## config.mk

```make
export PLATFORM = sky130hd
export DESIGN_NAME = i_prefetch_buffer
export DESIGN_NICKNAME = d
export VERILOG_FILES = /design/src/rtl/i_prefetch_buffer_pkg.sv /design/src/rtl/pf_sat_counter.sv /design/src/rtl/i_prefetch_buffer.sv
export SDC_FILE = /design/constraint.sdc
export NUM_CORES = 1
export LEC_CHECK = 0
export CELL_PAD_IN_SITES_DETAIL_PLACEMENT = 1
export CELL_PAD_IN_SITES_GLOBAL_PLACEMENT = 2
export CORE_MARGIN = 5
export CORE_UTILIZATION = 28
export CTS_CLUSTER_SIZE = 12
export DETAILED_ROUTE_END_ITERATION = 7
export PLACE_DENSITY = 0.94
export SETUP_SLACK_MARGIN = 0.2
export SLEW_MARGIN = 20
export SYNTH_ARGS = -nofsm -noshare
export SYNTH_HDL_FRONTEND = slang
export SYNTH_HIERARCHICAL = 1
export SYNTH_SLANG_ARGS = --single-unit
```

## constraint.sdc

```tcl
create_clock -name clk -period 7.8 [get_ports clk]
set_input_delay 1.17 -clock clk [delete_from_list [all_inputs] [get_ports clk]]
set_output_delay 1.17 -clock clk [all_outputs]
set_load 0.05 [all_outputs]
```

## src/rtl/i_prefetch_buffer_pkg.sv

```systemverilog
// Shared types and constants for the next-line instruction prefetch buffer.
package i_prefetch_buffer_pkg;

  localparam int unsigned LINE_AW = 28;
  localparam int unsigned LINE_DW = 128;

  typedef enum logic [2:0] {
    IDLE   = 3'd0,
    HIT    = 3'd1,
    DEMAND = 3'd2,
    WRITE  = 3'd3,
    PREF   = 3'd4
  } pf_state_e;

  // Next sequential line, wrapping modulo the line address space.
  function automatic logic [LINE_AW-1:0] next_line(input logic [LINE_AW-1:0] addr);
    return addr + LINE_AW'(1);
  endfunction

endpackage

```

## src/rtl/pf_sat_counter.sv

```systemverilog
// Saturating up-counter used for the buffer hit/miss statistics.
module pf_sat_counter #(
  parameter int unsigned CNT_W = 16
) (
  input  logic             clk,
  input  logic             proc_reset,
  input  logic             inc_i,
  output logic [CNT_W-1:0] cnt_o
);

  logic [CNT_W-1:0] cnt_q;

  // Count events, sticking at all-ones instead of wrapping.
  always_ff @(posedge clk) begin
    if (proc_reset) begin
      cnt_q <= '0;
    end else if (inc_i && (cnt_q != '1)) begin
      cnt_q <= cnt_q + CNT_W'(1);
    end
  end

  assign cnt_o = cnt_q;

endmodule

```

## src/rtl/i_prefetch_buffer.sv

```systemverilog
// One-entry next-line stream buffer between the I-cache memory port and memory.
module i_prefetch_buffer
  import i_prefetch_buffer_pkg::*;
#(
  parameter bit          PREFETCH_EN = 1'b1,
  parameter int unsigned CNT_W       = 16
) (
  input  logic               clk,
  input  logic               proc_reset,
  input  logic               c_read,
  input  logic               c_write,
  input  logic [LINE_AW-1:0] c_addr,
  input  logic [LINE_DW-1:0] c_wdata,
  output logic [LINE_DW-1:0] c_rdata,
  output logic               c_ready,
  output logic               mem_read,
  output logic               mem_write,
  output logic [LINE_AW-1:0] mem_addr,
  output logic [LINE_DW-1:0] mem_wdata,
  input  logic [LINE_DW-1:0] mem_rdata,
  input  logic               mem_ready,
  output logic [CNT_W-1:0]   hit_cnt,
  output logic [CNT_W-1:0]   miss_cnt
);

  pf_state_e          state_q;
  logic               buf_valid_q;
  logic [LINE_AW-1:0] buf_addr_q;
  logic [LINE_DW-1:0] buf_data_q;
  logic [LINE_AW-1:0] pf_addr_q;
  logic               pf_kill_q;
  logic               mem_read_q;
  logic               mem_write_q;
  logic [LINE_AW-1:0] mem_addr_q;
  logic [LINE_DW-1:0] mem_wdata_q;

  logic buf_hit;
  logic hit_inc;
  logic miss_inc;
  logic pf_wr_match;

  assign buf_hit     = buf_valid_q && (c_addr == buf_addr_q);
  assign hit_inc     = (state_q == IDLE) && !c_write && c_read && buf_hit;
  assign miss_inc    = (state_q == IDLE) && !c_write && c_read && !buf_hit;
  // A write to the line being prefetched makes the incoming copy stale.
  assign pf_wr_match = c_write && (c_addr == pf_addr_q);

  // Cache response: buffered line in HIT, memory pass-through in DEMAND/WRITE.
  always_comb begin
    c_ready = 1'b0;
    c_rdata = '0;
    case (state_q)
      HIT: begin
        c_ready = 1'b1;
        c_rdata = buf_data_q;
      end
      DEMAND: begin
        if (mem_ready) begin
          c_ready = 1'b1;
          c_rdata = mem_rdata;
        end
      end
      WRITE:   c_ready = mem_ready;
      default: ;
    endcase
  end

  // Control FSM, stream buffer and registered memory-side request.
  always_ff @(posedge clk) begin
    if (proc_reset) begin
      state_q     <= IDLE;
      buf_valid_q <= 1'b0;
      buf_addr_q  <= '0;
      buf_data_q  <= '0;
      pf_addr_q   <= '0;
      pf_kill_q   <= 1'b0;
      mem_read_q  <= 1'b0;
      mem_write_q <= 1'b0;
      mem_addr_q  <= '0;
      mem_wdata_q <= '0;
    end else begin
      case (state_q)
        IDLE: begin
          if (c_write) begin
            mem_write_q <= 1'b1;
            mem_addr_q  <= c_addr;
            mem_wdata_q <= c_wdata;
            if (c_addr == buf_addr_q) buf_valid_q <= 1'b0;
            state_q <= WRITE;
          end else if (c_read) begin
            if (buf_hit) begin
              state_q <= HIT;
            end else begin
              mem_read_q <= 1'b1;
              mem_addr_q <= c_addr;
              state_q    <= DEMAND;
            end
          end
        end
        HIT: begin
          buf_valid_q <= 1'b0;
          pf_addr_q   <= next_line(buf_addr_q);
          pf_kill_q   <= 1'b0;
          if (PREFETCH_EN) begin
            // Raise the prefetch right away; memory is idle during a hit.
            mem_read_q <= 1'b1;
            mem_addr_q <= next_line(buf_addr_q);
            state_q    <= PREF;
          end else begin
            state_q <= IDLE;
          end
        end
        DEMAND: begin
          if (mem_ready) begin
            mem_read_q <= 1'b0;
            pf_addr_q  <= next_line(mem_addr_q);
            pf_kill_q  <= 1'b0;
            state_q    <= PREFETCH_EN ? PREF : IDLE;
          end
        end
        WRITE: begin
          if (mem_ready) begin
            mem_write_q <= 1'b0;
            state_q     <= IDLE;
          end
        end
        PREF: begin
          // Only a ready pulse against our own raised request completes it.
          if (mem_read_q && mem_ready) begin
            mem_read_q  <= 1'b0;
            buf_data_q  <= mem_rdata;
            buf_addr_q  <= pf_addr_q;
            buf_valid_q <= !(pf_kill_q || pf_wr_match);
            pf_kill_q   <= 1'b0;
            state_q     <= IDLE;
          end else begin
            mem_read_q <= 1'b1;
            mem_addr_q <= pf_addr_q;
            if (pf_wr_match) pf_kill_q <= 1'b1;
          end
        end
        default: state_q <= IDLE;
      endcase
    end
  end

  assign mem_read  = mem_read_q;
  assign mem_write = mem_write_q;
  assign mem_addr  = mem_addr_q;
  assign mem_wdata = mem_wdata_q;

  pf_sat_counter #(
    .CNT_W(CNT_W)
  ) u_hit_cnt (
    .clk       (clk),
    .proc_reset(proc_reset),
    .inc_i     (hit_inc),
    .cnt_o     (hit_cnt)
  );

  pf_sat_counter #(
    .CNT_W(CNT_W)
  ) u_miss_cnt (
    .clk       (clk),
    .proc_reset(proc_reset),
    .inc_i     (miss_inc),
    .cnt_o     (miss_cnt)
  );

endmodule

```

Word level (Yosys, flattened, before mapping)

Index checks and enable logic that the tools add are counted.

$add $sub $neg: 4
Equality and inequality tests: 20
Muxes and demuxes: 33
Reduce and logical (&&, ||, !) cells: 28

Operator list:

| kind                                           | count |
|---|---|
| case mux 128 bit (2 select lines)              | 1 |
| 2-to-1 mux 28 bit                              | 5 |
| 2-to-1 mux 128 bit                             | 1 |
| case mux 28 bit (3 select lines)               | 1 |
| adder 28 x 1 -> 28 bit (second input constant) | 2 |
| == test 28 bit                                 | 2 |
| case mux 28 bit (2 select lines)               | 1 |
| adder 16 x 1 -> 16 bit (second input constant) | 2 |
| != test 16 bit (second input constant)         | 2 |
| != test 2 bit (second input constant)          | 9 |
| 2-to-1 mux 3 bit                               | 5 |
| case mux 3 bit (5 select lines)                | 1 |
| 2-to-1 mux 1 bit                               | 12 |
| AND reduction 4 bit                            | 3 |
| logical AND 1 bit                              | 9 |
| != test 3 bit (second input constant)          | 3 |
| case mux 1 bit (3 select lines)                | 3 |
| == test 3 x 2 -> 1 bit (second input constant) | 2 |
| AND reduction 2 bit                            | 3 |
| AND reduction 3 bit                            | 2 |
| nonzero test 3 bit                             | 2 |
| AND reduction 5 bit                            | 1 |
| case mux 1 bit (4 select lines)                | 1 |
| nonzero test 2 bit                             | 2 |
| other kinds (8)                                | 10 |

Register bits: 379
Output and inout port bits: 319
Word-level logic and storage cells: 97

Depth between registers and ports, before layout

Gate-level depths: netlist of run 1.

Depth after elaboration: 6
Mapped depth: 10

Cells and area by module

The synthesis of run 1 kept the hierarchy.

By module, submodules not included:

| module            | times used | cells each | area each (um^2) |
|---|---|---|---|
| i_prefetch_buffer | 1          | 2025       | 16211.8 |
| pf_sat_counter    | 2          | 99         | 848.3 |

Worst setup path before layout of run 1

OpenSTA, ideal clock, no wires.

Path kind: input-to-output
Start point: input mem_ready
End point: output c_rdata[0]
Arrival: 2.665 ns
Required time: 6.630 ns
Setup slack: 3.965 ns
Stages on the path: 6
Buffers on the path: 3
Cell sequence: clkbuf_1 > nand2_1 > nor2_1 > clkbuf_1 > clkbuf_1 > a22o_1

Word-level cells in the longest chain between the ends: 2

Ends and longest elaborated chain:

| what                              | line                    | RTL |
|---|---|---|
| start, declared                   | i_prefetch_buffer.sv:21 | `input logic mem_ready,` |
| 2-to-1 mux 128 bit                | i_prefetch_buffer.sv:58 | `if (mem_ready) begin` |
| case mux 128 bit (2 select lines) | i_prefetch_buffer.sv:52 | `case (state_q)` |
| end, declared                     | i_prefetch_buffer.sv:14 | `output logic [LINE_DW-1:0] c_rdata,` |

No other way between the ends.

Final worst setup path of run 1

Start point: input mem_ready
End point: output c_rdata[106]

Same word-level chain as after synthesis.

==> summary.txt, run 1 <==
Placement
  – PortBufs: 607
  – Dpl hpwl: 58.8 mm
  – Routability cong.: 0.863

Synthesis
  – Cell variety after synth: 80
  – Post-Syn Instances: 2223
  – Sequential element share of the synthesized area: 0.424
  – Cell taking the most area after synthesis: dfxtp_1
  – Yosys warns: 6
  – Avg Cell Area, Syn: 8.06 um2
  – Synth top area cells: dfxtp_1 (42%), nand2_1 (13%), a21oi_1 (9.3%)
  – Top-area cell type share of the netlist area: 0.424
  – Cell area after synthesis: 17900 um2
  – Post-synth EDFFs: 0
  – Ys flop type: dfxtp_1
  – Yosys reg bits: 379
  – Async set-reset flop share out of synthesis: 0
  – Post-Synthesis Net Count: 2516

Final layout
  – Syn-to-layout area delta: 44.5%
  – Finished Core Util: 0.409
  – Nets: 3009
  – # fillers: 7416
  – Reg area: 7590 um2
  – Most common cell after layout, fill and taps aside: nand2_1
  – Layout cells sized above 1: 0.0582
  – Combined area of the multi-input logic cells: 9380 um2
  – Commonest non-fill, non-tap cells in the layout: nand2_1 (638), clkdlybuf4s50_1 (606), dfxtp_1 (379), a21oi_1 (331), a22o_1 (136)

Power and ir drop
  – Pwr/cell area: 308 nW/um2
  – Sw frac: 0.434
  – Share of power burned in registers: 0.306
  – Clock share of power: 0.267
  – P_leak: 8.98 nW
  – Int Power: 0.00451 W
  – Net Sw Power: 0.00346 W
  – Gate power share: 0.427
  – Worst IR drop on VDD: 0.211 mV

Clock tree
  – CTS Sinks: 379
  – Post-CTS setup buffer count: 0
  – Num CTS Buffers: 46
  – Root Driver: clkbuf_16
  – Hold Buf Count CTS: 0
  – Clock Latency Late Sink: 590 ps
  – Resize count post-CTS: 0
  – Max H-tree Level: 2
  – Clock-pin slew on the worst setup and hold paths: 60 ps
  – Buffer levels on the longest clock path: 3
  – CTS tree: built

Die
  – Core Area: 63200 um2
  – Io pins: 608
  – Die Height: 263 um
  – Die width: 263 um
  – Initial Util: 0.283
  – Core Rows: 92
  – Die ar.: 69100 um2

Timing
  – Maximum clock frequency: 181 MHz
  – Normalized max-slew margin: 0.240
  – Crit path time final: 5510 ps
  – Clock Skews: 31.5 ps
  – Tightest Pin Transition: 1140 ps
  – Setup violators final: 0
  – Max Slew Vio Count: 0
  – Final hold viol count: 0
  – TNS Setup: 0 ps
  – Period utilization: 0.707
  – Unrepaired setup endpoints after global routing: false

Worst setup path
  – Crit path cell chain: clkdlybuf4s50_1 > nand2_1 > nor2_4 > buf_16 > buf_12 > a22o_1 > clkdlybuf4s50_1
  – Slowest stage delay, CP: 840 ps
  – Critical Path Fanout Max: 77
  – Worst Path Arrival: 4340 ps
  – CP Class: in -> out
  – Critical-path top delay cell: clkdlybuf4s50_1
  – Reg2reg end: buf_data_q[16]
  – CP required: 6630 ps
  – Cells on worst reg2reg path: 5
  – Reg2Reg Setup Slack: 3960 ps
  – Worst r2r src: state_q[2]
  – Crit path launch type: input port
  – Crit-path most repeated cell: clkdlybuf4s50_1
  – CP endpoint kind: primary output

Routing
  – Drt pass-1 iters: 5
  – Vias/cell: 5.16
  – Routed wire per std cell: 22.2 um
  – Routed WL: 79.9 mm
  – ANT nets after route: 0
  – DR iter-0 viols: 1141
  – DR DRC count: 0
  – Routed via count: 18609

GRT
  – Number of global-route vias before repair: 19847
  – First-pass GRT wire length: 121 mm
  – Initial antenna violation count: 6
  – Total grt overflow: 0
  – GRT Util Overall: 0.217
  – Largest net degree at the start of global routing: 200

Min path
  – Worst hold endpoint: mem_wdata[84]
  – Hold path start: mem_wdata[84]
  – Tightest Hold Check Type: reg -> reg
  – Min-Delay Path Depth: 2

Run status
  – Status: finished, final reports clean

Run
  – Max_cap viols: 0
-- area by class of cell --
class	count	area share
diodes	9	0.000870
clock buffers	69	0.0521
flip-flops and latches	379	0.293
well taps	846	0.0409
inverters	18	0.00261
multi-input cells	1644	0.362
clock inverters	11	0.00498
repair buffers	627	0.243
-- routing by layer --
metal  GRT usage  routed length, um  share of wire  vias to the layer above
met5           0                  0              0                        -
met4      0.0714               2410          0.030                        0
met3      0.0625               5860          0.073                      127
met2       0.402              41500           0.52                      606
met1       0.238              30200           0.38                     9148
li1            -                  -              -                     8728
-- cells in the mapped netlist (all sizes together) (4+ instances only) --
library cell,count
a211oi,15
clkbuf,108
nor2,69
nand4,31
o31ai,12
a221oi,10
nand2,641
a311oi,5
dfxtp,379
nand3,50
o211ai,6
mux2i,14
a21oi,332
nor3,23
nor3b,5
buf,74
and4,10
or4,14
and2,4
or3,7
ha,4
xor2,64
o21ai,28
xnor2,47
and3,9
a22oi,14
nor2b,8
nor4,32
a22o,137
inv,18
a222oi,6
-- worst max-delay path by stage --
stage | to | start | slack, ps
after global routing | c_rdata[106] | mem_ready | 2200
final | c_rdata[106] | mem_ready | 2290
after global placement | c_rdata[112] | mem_ready | 2290
after detailed placement | c_rdata[101] | mem_ready | 2310
after CTS | c_rdata[101] | mem_ready | 2300
after floorplan | c_rdata[0] | mem_ready | 3960
-- flip-flops by register name (all words and copies together), names as in the netlist --
| name | flops |
|---|---|
| buf_data_q | 128 |
| mem_wdata | 128 |
| buf_addr_q | 28 |
| mem_addr | 28 |
| pf_addr_q | 28 |
| u_hit_cnt/cnt_o | 16 |
| u_miss_cnt/cnt_o | 16 |
| state_q | 3 |
| buf_valid_q | 1 |
| mem_read | 1 |
| mem_write | 1 |
| pf_kill_q | 1 |
-- power groups by stage --
stage,sequential (W),combinational [W],clock [W]
6_report,0.00244,0.00340,0.00213
5_1_grt,0.00247,0.00358,0.00227
4_1_cts,0.00244,0.00342,0.00220
3_5_place_dp,0.00247,0.00340,0
3_3_place_gp,0.00245,0.00333,0
2_1_floorplan,0.00306,0.00158,0
-- worst max-delay path, delay by kind of cell --
family / cells / cell delay [ps]
AO/OA/AOI/OAI: 1 / 200
buffers and inverters: 4 / 2060
AND/OR/NAND/NOR: 2 / 850
-- kinds of logic after synthesis --
| logic type | after synthesis | share of synthesized area |
|---|---|---|
| AO/OA/AOI/OAI | 597 | 0.220 |
| AND/OR/NAND/NOR | 915 | 0.233 |
| XOR/XNOR | 111 | 0.0547 |
| multiplexers | 17 | 0.00971 |
| buffers and inverters | 200 | 0.0557 |
| flip-flops | 379 | 0.424 |
| adder cells (fa/ha/maj) | 4 | 0.00279 |
-- metrics by stage --
stage	cells	setup WS [ps]	instance area [um2]	power (W)	hold slack, ps
6_report	3603	2290	25900	0.00797	453
5_1_grt	3600	2200	25900	0.00833	475
3_3_place_gp	3513	2290	24400	0.00578	441
2_1_floorplan	2223	3960	17900	0.00464	436
3_5_place_dp	3514	2310	24400	0.00587	449
4_1_cts	3594	2300	25900	0.00805	458
No activity file was read; power rests on OpenSTA's default activity.
==> run 2: changes to the inputs <==
CORE_UTILIZATION = 23   (was 28)
PLACE_DENSITY = 0.83   (was 0.94)
clock period = 4.75 ns   (was 7.8 ns; I/O delays follow)
==> run 2 against run 1 <==
Design area rose by 3.6%. Combinational power rose by 74%. Sequential share of layout area decreased by 1.0 points. Setup slack lost 1500 ps. First-iteration DRC count down 21%. Sequential power up 61%. Worst hold slack barely moved. Non-clock buffer count is 10 higher. Clock skew is 14 ps lower. Largest power group unchanged. Highest routed layer unchanged.
==> summary.txt, run 2 (synthesis results as in run 1) <==
Power and ir drop
  – Worst IR drop on VDD: 0.265 mV (was 0.211 mV)
  – P_leak: 9.47 nW (was 8.98 nW)
  – Pwr/cell area: 510 nW/um2 (was 308 nW/um2)

Routing
  – Routed WL: 80.6 mm (was 79.9 mm)
  – DR DRC count: 0 (unchanged)
  – Routed wire per std cell: 21.2 um (was 22.2 um)
  – Vias/cell: 4.87 (was 5.16)
  – DR iter-0 viols: 896 (was 1141)
  – ANT nets after route: 0 (unchanged)
  – Routed via count: 18567 (was 18609)
  – Drt pass-1 iters: 7 (was 5)

Clock tree
  – Buffer levels on the longest clock path: 3 (unchanged)
  – Num CTS Buffers: 48 (was 46)
  – Max H-tree Level: 2 (unchanged)
  – Post-CTS setup buffer count: 0 (unchanged)
  – Clock Latency Late Sink: 580 ps (was 590 ps)
  – Hold Buf Count CTS: 0 (unchanged)
  – Clock-pin slew on the worst setup and hold paths: 50 ps (was 60 ps)
  – CTS Sinks: 379 (unchanged)
  – Root Driver: clkbuf_16 (unchanged)
  – CTS tree: built (unchanged)
  – Resize count post-CTS: 0 (unchanged)

Placement
  – Setup Slack @ Placement: 693 ps (was 2310 ps)
  – PortBufs: 607 (unchanged)
  – Post-Place Cells: 3717 (was 3514)
  – Routability cong.: 0.852 (was 0.863)
  – Dpl hpwl: 58.8 mm (about the same)

Die
  – Die Height: 289 um (was 263 um)
  – Core Rows: 102 (was 92)
  – Io pins: 608 (unchanged)
  – Initial Util: 0.232 (was 0.283)
  – Die width: 289 um (was 263 um)
  – Die ar.: 83500 um2 (was 69100 um2)
  – Core Area: 77300 um2 (was 63200 um2)

GRT
  – Number of global-route vias before repair: 19651 (was 19847)
  – First-pass GRT wire length: 120 mm (was 121 mm)
  – GRT Util Overall: 0.181 (was 0.217)
  – Total grt overflow: 0 (unchanged)
  – Initial antenna violation count: 6 (unchanged)
  – Largest net degree at the start of global routing: 115 (was 200)

Worst setup path
  – Worst Setup EP: c_rdata[86] (was c_rdata[106])
  – Crit path launch type: input port (unchanged)
  – Cells on worst reg2reg path: 8 (was 5)
  – CP Class: in -> out (unchanged)
  – Crit path from: mem_ready (unchanged)
  – Critical Path Fanout Max: 28 (was 77)
  – Bufs and invs on worst path: 4 (unchanged)
  – CP endpoint kind: primary output (unchanged)
  – Worst Path Arrival: 3290 ps (was 4340 ps)
  – Critical-path top delay cell: clkdlybuf4s50_1 (unchanged)
  – CP Depth: 7 (unchanged)
  – Slowest stage delay, CP: 810 ps (was 840 ps)
  – CP required: 4040 ps (was 6630 ps)
  – Reg2reg end: u_hit_cnt/cnt_o[11] (was buf_data_q[16])
  – Worst path top cell family by delay: buffers and inverters (unchanged)
  – Reg2Reg Setup Slack: 1760 ps (was 3960 ps)
  – Crit path cell chain: clkdlybuf4s50_1 > buf_4 > nand2_1 > nor2_4 > buf_4 > a22o_1 > clkdlybuf4s50_1 (was clkdlybuf4s50_1 > nand2_1 > nor2_4 > buf_16 > buf_12 > a22o_1 > clkdlybuf4s50_1)
  – Worst r2r src: buf_addr_q[0] (was state_q[2])

Timing
  – Normalized max-slew margin: 0.283 (was 0.240)
  – Maximum clock frequency: 250 MHz
  – Hold WS: 453 ps (about the same)
  – Period utilization: 0.842
  – Crit path time final: 4000 ps
  – Fin worst setup slack: 751 ps (was 2290 ps)
  – Final hold viol count: 0 (unchanged)
  – Setup violators final: 0 (unchanged)
  – Unrepaired setup endpoints after global routing: false (unchanged)
  – Tightest Pin Transition: 1080 ps (was 1140 ps)
  – Max Slew Vio Count: 0 (unchanged)
  – Clock Skews: 17.4 ps (was 31.5 ps)
  – TNS Setup: 0 ps (unchanged)

Final layout
  – Final std cells w/o fill: 3810 (was 3603)
  – Syn-to-layout area delta: 49.7% (was 44.5%)
  – Most common cell after layout, fill and taps aside: nand2_1 (unchanged)
  – Combined area of the multi-input logic cells: 9380 um2 (about the same)
  – Nets: 3021 (was 3009)
  – Commonest non-fill, non-tap cells in the layout: nand2_1 (638), clkdlybuf4s50_1 (506), dfxtp_1 (379), a21oi_1 (331), a22o_1 (136) (was nand2_1 (638), clkdlybuf4s50_1 (606), dfxtp_1 (379), a21oi_1 (331), a22o_1 (136))
  – Reg area: 7590 um2 (unchanged)
  – Layout cells sized above 1: 0.101 (was 0.0582)
  – # fillers: 9136 (was 7416)

Min path
  – Tightest Hold Check Type: reg -> reg (unchanged)

Run
  – Max_cap viols: 0 (unchanged)

Run status
  – Status: finished, final reports clean (unchanged)
-- run 2: cell types whose count changed in the layout (fill, tap and decap cells not counted), moves of 2 or more --
cell	delta
diode_2	-3
clkdlybuf4s50_1	-100
buf_12	+57
bufinv_16	+2
buf_4	+54
clkbuf_16	+2
clkbuf_8	+4
-- run 2: routing by layer --
layer  routed length [um]  global-route usage
met1                32000               0.210
met4                 1940              0.0524
met5                    0                   0
met3                 5880              0.0522
met2                40800               0.323
-- run 2: layout make-up --
class | count | area share
multi-input cells | 1644 | 0.350
flip-flops and latches | 379 | 0.283
repair buffers | 637 | 0.254
clock buffers | 74 | 0.0541
well taps | 1040 | 0.0485
clock inverters | 12 | 0.00733
inverters | 18 | 0.00252
diodes | 6 | 0.000560
-- run 2: worst min path at each step --
stage | startpoint | to | cells after the start
final | mem_wdata[29] | mem_wdata[29] | 2
after global routing | mem_wdata[112] | mem_wdata[112] | 2
after CTS | mem_wdata[1] | mem_wdata[1] | 2
after detailed placement | mem_wdata[16] | mem_wdata[16] | 2
after global placement | mem_wdata[69] | mem_wdata[69] | 2
after floorplan | buf_data_q[55] | buf_data_q[55] | 2
-- run 2: worst register-to-register path, stage by stage (launching register included) --
cell	delay, ps
dfxtp_1	540
xor2_1	150
nor4_2	390
nand4_2	250
nor4_1	330
buf_4	230
nand2_1	250
nor4bb_1	370
mux2_2	360
-- run 2: where the power goes --
part | switching, W | internal (W) | leakage (nW) | total, W
sequential | 0.000369 | 0.00357 | 3.08 | 0.00394
clock | 0.00150 | 0.00232 | 0.807 | 0.00381
combinational | 0.00397 | 0.00193 | 5.59 | 0.00591
-- run 2: through the flow --
step / total power, W / area, um2 / util
floorplan: 0.00762 / 17900 / -
global placement: 0.00983 / 25100 / 0.325
detailed placement: 0.00992 / 25100 / 0.325
CTS: 0.0138 / 26800 / 0.346
global route: 0.0143 / 26800 / 0.347
finish: 0.0137 / 26800 / 0.347
==> run 3: changes to the inputs <==
CORE_UTILIZATION = 26   (was 23)
PLACE_DENSITY = 0.89   (was 0.83)
clock period = 3.85 ns   (was 4.75 ns; I/O delays follow)
==> run 3 against run 2 <==
Wire length up 1.2%. Setup slack lost 190 ps. Via count up 1.2%. Design area up 2.2%. Clock power is 19% higher. Global-route usage grew 2.6 points. Die area fell by 11%. Total power up 25%. Critical path type is now reg -> out. Highest routed layer is now met5.
==> summary.txt, run 3 (synthesis results as in run 1) <==
Power and ir drop
  – Share of power burned in registers: 0.287 (was 0.289)
  – Clock share of power: 0.265 (was 0.279)
  – Sw frac: 0.425 (was 0.427)
  – Pwr/cell area: 625 nW/um2 (was 510 nW/um2)
  – P_leak: 9.77 nW (was 9.47 nW)
  – Net Sw Power: 0.00728 W (was 0.00584 W)
  – Int Power: 0.00985 W (was 0.00783 W)
  – Worst IR drop on VDD: 0.357 mV (was 0.265 mV)
  – Gate power share: 0.448 (was 0.432)

Timing
  – Unrepaired setup endpoints after global routing: false (unchanged)
  – Period utilization: 0.855
  – Tightest Pin Transition: 1050 ps (was 1080 ps)
  – Crit path time final: 3290 ps
  – Setup violators final: 0 (unchanged)
  – TNS Setup: 0 ps (unchanged)
  – Final hold viol count: 0 (unchanged)
  – Maximum clock frequency: 304 MHz
  – Max Slew Vio Count: 0 (unchanged)
  – Clock Skews: 19.6 ps (was 17.4 ps)
  – Normalized max-slew margin: 0.298 (was 0.283)

GRT
  – Total grt overflow: 0 (unchanged)
  – Initial antenna violation count: 10 (was 6)
  – Number of global-route vias before repair: 19841 (was 19651)
  – Largest net degree at the start of global routing: 187 (was 115)
  – GRT Util Overall: 0.207 (was 0.181)
  – First-pass GRT wire length: 122 mm (was 120 mm)

Clock tree
  – Clock Latency Late Sink: 580 ps (about the same)
  – Hold Buf Count CTS: 0 (unchanged)
  – Clock-pin slew on the worst setup and hold paths: 60 ps (was 50 ps)
  – Max H-tree Level: 2 (unchanged)
  – Resize count post-CTS: 0 (unchanged)
  – Root Driver: clkbuf_16 (unchanged)
  – Num CTS Buffers: 47 (was 48)
  – CTS tree: built (unchanged)
  – Post-CTS setup buffer count: 0 (unchanged)
  – CTS Sinks: 379 (unchanged)
  – Buffer levels on the longest clock path: 3 (unchanged)

Routing
  – DR iter-0 viols: 1096 (was 896)
  – DR DRC count: 0 (unchanged)
  – Routed via count: 18794 (was 18567)
  – Routed WL: 81.6 mm (was 80.6 mm)
  – Routed wire per std cell: 22.3 um (was 21.2 um)
  – Vias/cell: 5.13 (was 4.87)
  – Drt pass-1 iters: 5 (was 7)
  – ANT nets after route: 0 (unchanged)

Worst setup path
  – Slowest stage delay, CP: 520 ps (was 810 ps)
  – Crit path from: state_q[1] (was mem_ready)
  – Worst path top cell family by delay: buffers and inverters (unchanged)
  – CP Class: reg -> out (was in -> out)
  – Critical Path Fanout Max: 55 (was 28)
  – Bufs and invs on worst path: 3 (was 4)
  – Reg2reg end: u_hit_cnt/cnt_o[9] (was u_hit_cnt/cnt_o[11])
  – Crit path cell chain: nor2b_1 > nand2_1 > nor2_4 > buf_12 > buf_12 > a22o_1 > buf_12 (was clkdlybuf4s50_1 > buf_4 > nand2_1 > nor2_4 > buf_4 > a22o_1 > clkdlybuf4s50_1)
  – Worst r2r src: buf_addr_q[0] (unchanged)
  – Crit-path most repeated cell: buf_12
  – Worst Setup EP: c_rdata[11] (was c_rdata[86])
  – Reg2Reg Setup Slack: 800 ps (was 1760 ps)
  – Cells on worst reg2reg path: 9 (was 8)
  – CP Depth: 7 (unchanged)
  – CP endpoint kind: primary output (unchanged)
  – Critical-path top delay cell: dfxtp_2 (was clkdlybuf4s50_1)
  – Worst Path Arrival: 2710 ps (was 3290 ps)
  – Crit path launch type: register (was input port)
  – CP required: 3270 ps (was 4040 ps)

Min path
  – Tightest Hold Check Type: in -> reg (was reg -> reg)

Die
  – Initial Util: 0.262 (was 0.232)
  – Core Area: 68500 um2 (was 77300 um2)
  – Die width: 272 um (was 289 um)
  – Die Height: 272 um (was 289 um)
  – Io pins: 608 (unchanged)
  – Core Rows: 96 (was 102)
  – Die ar.: 74200 um2 (was 83500 um2)

Placement
  – PortBufs: 607 (unchanged)
  – Dpl hpwl: 59.6 mm (was 58.8 mm)
  – Routability cong.: 0.899 (was 0.852)

Final layout
  – # fillers: 7932 (was 9136)
  – Nets: 3035 (was 3021)
  – Layout cells sized above 1: 0.115 (was 0.101)
  – Finished Core Util: 0.400 (was 0.347)
  – Most common cell after layout, fill and taps aside: nand2_1 (unchanged)
  – Commonest non-fill, non-tap cells in the layout: nand2_1 (638), clkdlybuf4s50_1 (478), dfxtp_1 (378), a21oi_1 (331), a22o_1 (136) (was nand2_1 (638), clkdlybuf4s50_1 (506), dfxtp_1 (379), a21oi_1 (331), a22o_1 (136))
  – Syn-to-layout area delta: 53.0% (was 49.7%)

Run
  – Max_cap viols: 0 (unchanged)

Run status
  – Status: finished, final reports clean (unchanged)
run 3: changes by cell type in the layout (fill, tap and decap cells not counted), moves of 2 or more:
cell and change:
clkinv_2 +3, clkinv_4 +2, buf_12 +66, clkbuf_8 -3, buf_4 -23, clkdlybuf4s50_1 -28
run 3: metrics by stage:
step	setup slack (ps)	std cells	total power [W]	hold WS [ps]	cell area, um2
finish	558	3667	0.0171	370	27400
global route	404	3665	0.0179	354	27400
CTS	368	3661	0.0173	325	27400
detailed placement	292	3575	0.0127	449	25800
global placement	354	3575	0.0125	442	25800
floorplan	998	2223	0.00940	436	17900
run 3: power groups by stage:
stage	clock, W	sequential [W]	combinational (W)
after floorplan	0	0.00619	0.00320
after global placement	0	0.00495	0.00759
after detailed placement	0	0.00498	0.00769
after CTS	0.00467	0.00490	0.00773
after global routing	0.00484	0.00497	0.00805
final	0.00453	0.00491	0.00768
run 3: worst min path at each step:
stage                         startpoint              endpoint  cells after the start
after CTS                     proc_reset  u_miss_cnt/cnt_o[10]                      2
after global routing          proc_reset   u_miss_cnt/cnt_o[8]                      2
after floorplan           buf_data_q[55]        buf_data_q[55]                      2
after global placement    buf_data_q[90]        buf_data_q[90]                      2
final                         proc_reset  u_miss_cnt/cnt_o[10]                      2
after detailed placement   mem_wdata[38]         mem_wdata[38]                      2
run 3: final cells by class:
class                      count  area (um2)  area share
antenna                        6        15.0    0.000548
inverter                      18        67.6     0.00247
sequential                   379        7590       0.277
clock buffer                  72        1410      0.0515
clock inverter                14         170     0.00621
timing repair buffer         652        7670       0.280
tap                          882        1100      0.0403
multi-input combinational   1644        9380       0.342
run 3: per-layer routing:
layer / share of wire / track usage / vias to the layer above
met5: 0.00053 / 0 / -
met1: 0.38 / 0.238 / 9260
met4: 0.026 / 0.0563 / 6
met2: 0.50 / 0.369 / 638
met3: 0.085 / 0.0666 / 123
li1: - / - / 8767
run 3: worst reg2reg max path: cells and delay by family, from the launching register on:
family	cells	cell delay, ps
AOI/OAI and AO/OA	1	160
and+or+nand+nor	5	1620
buffers and inverters	2	410
DFF	1	580
xor gates and xnor gates	1	180
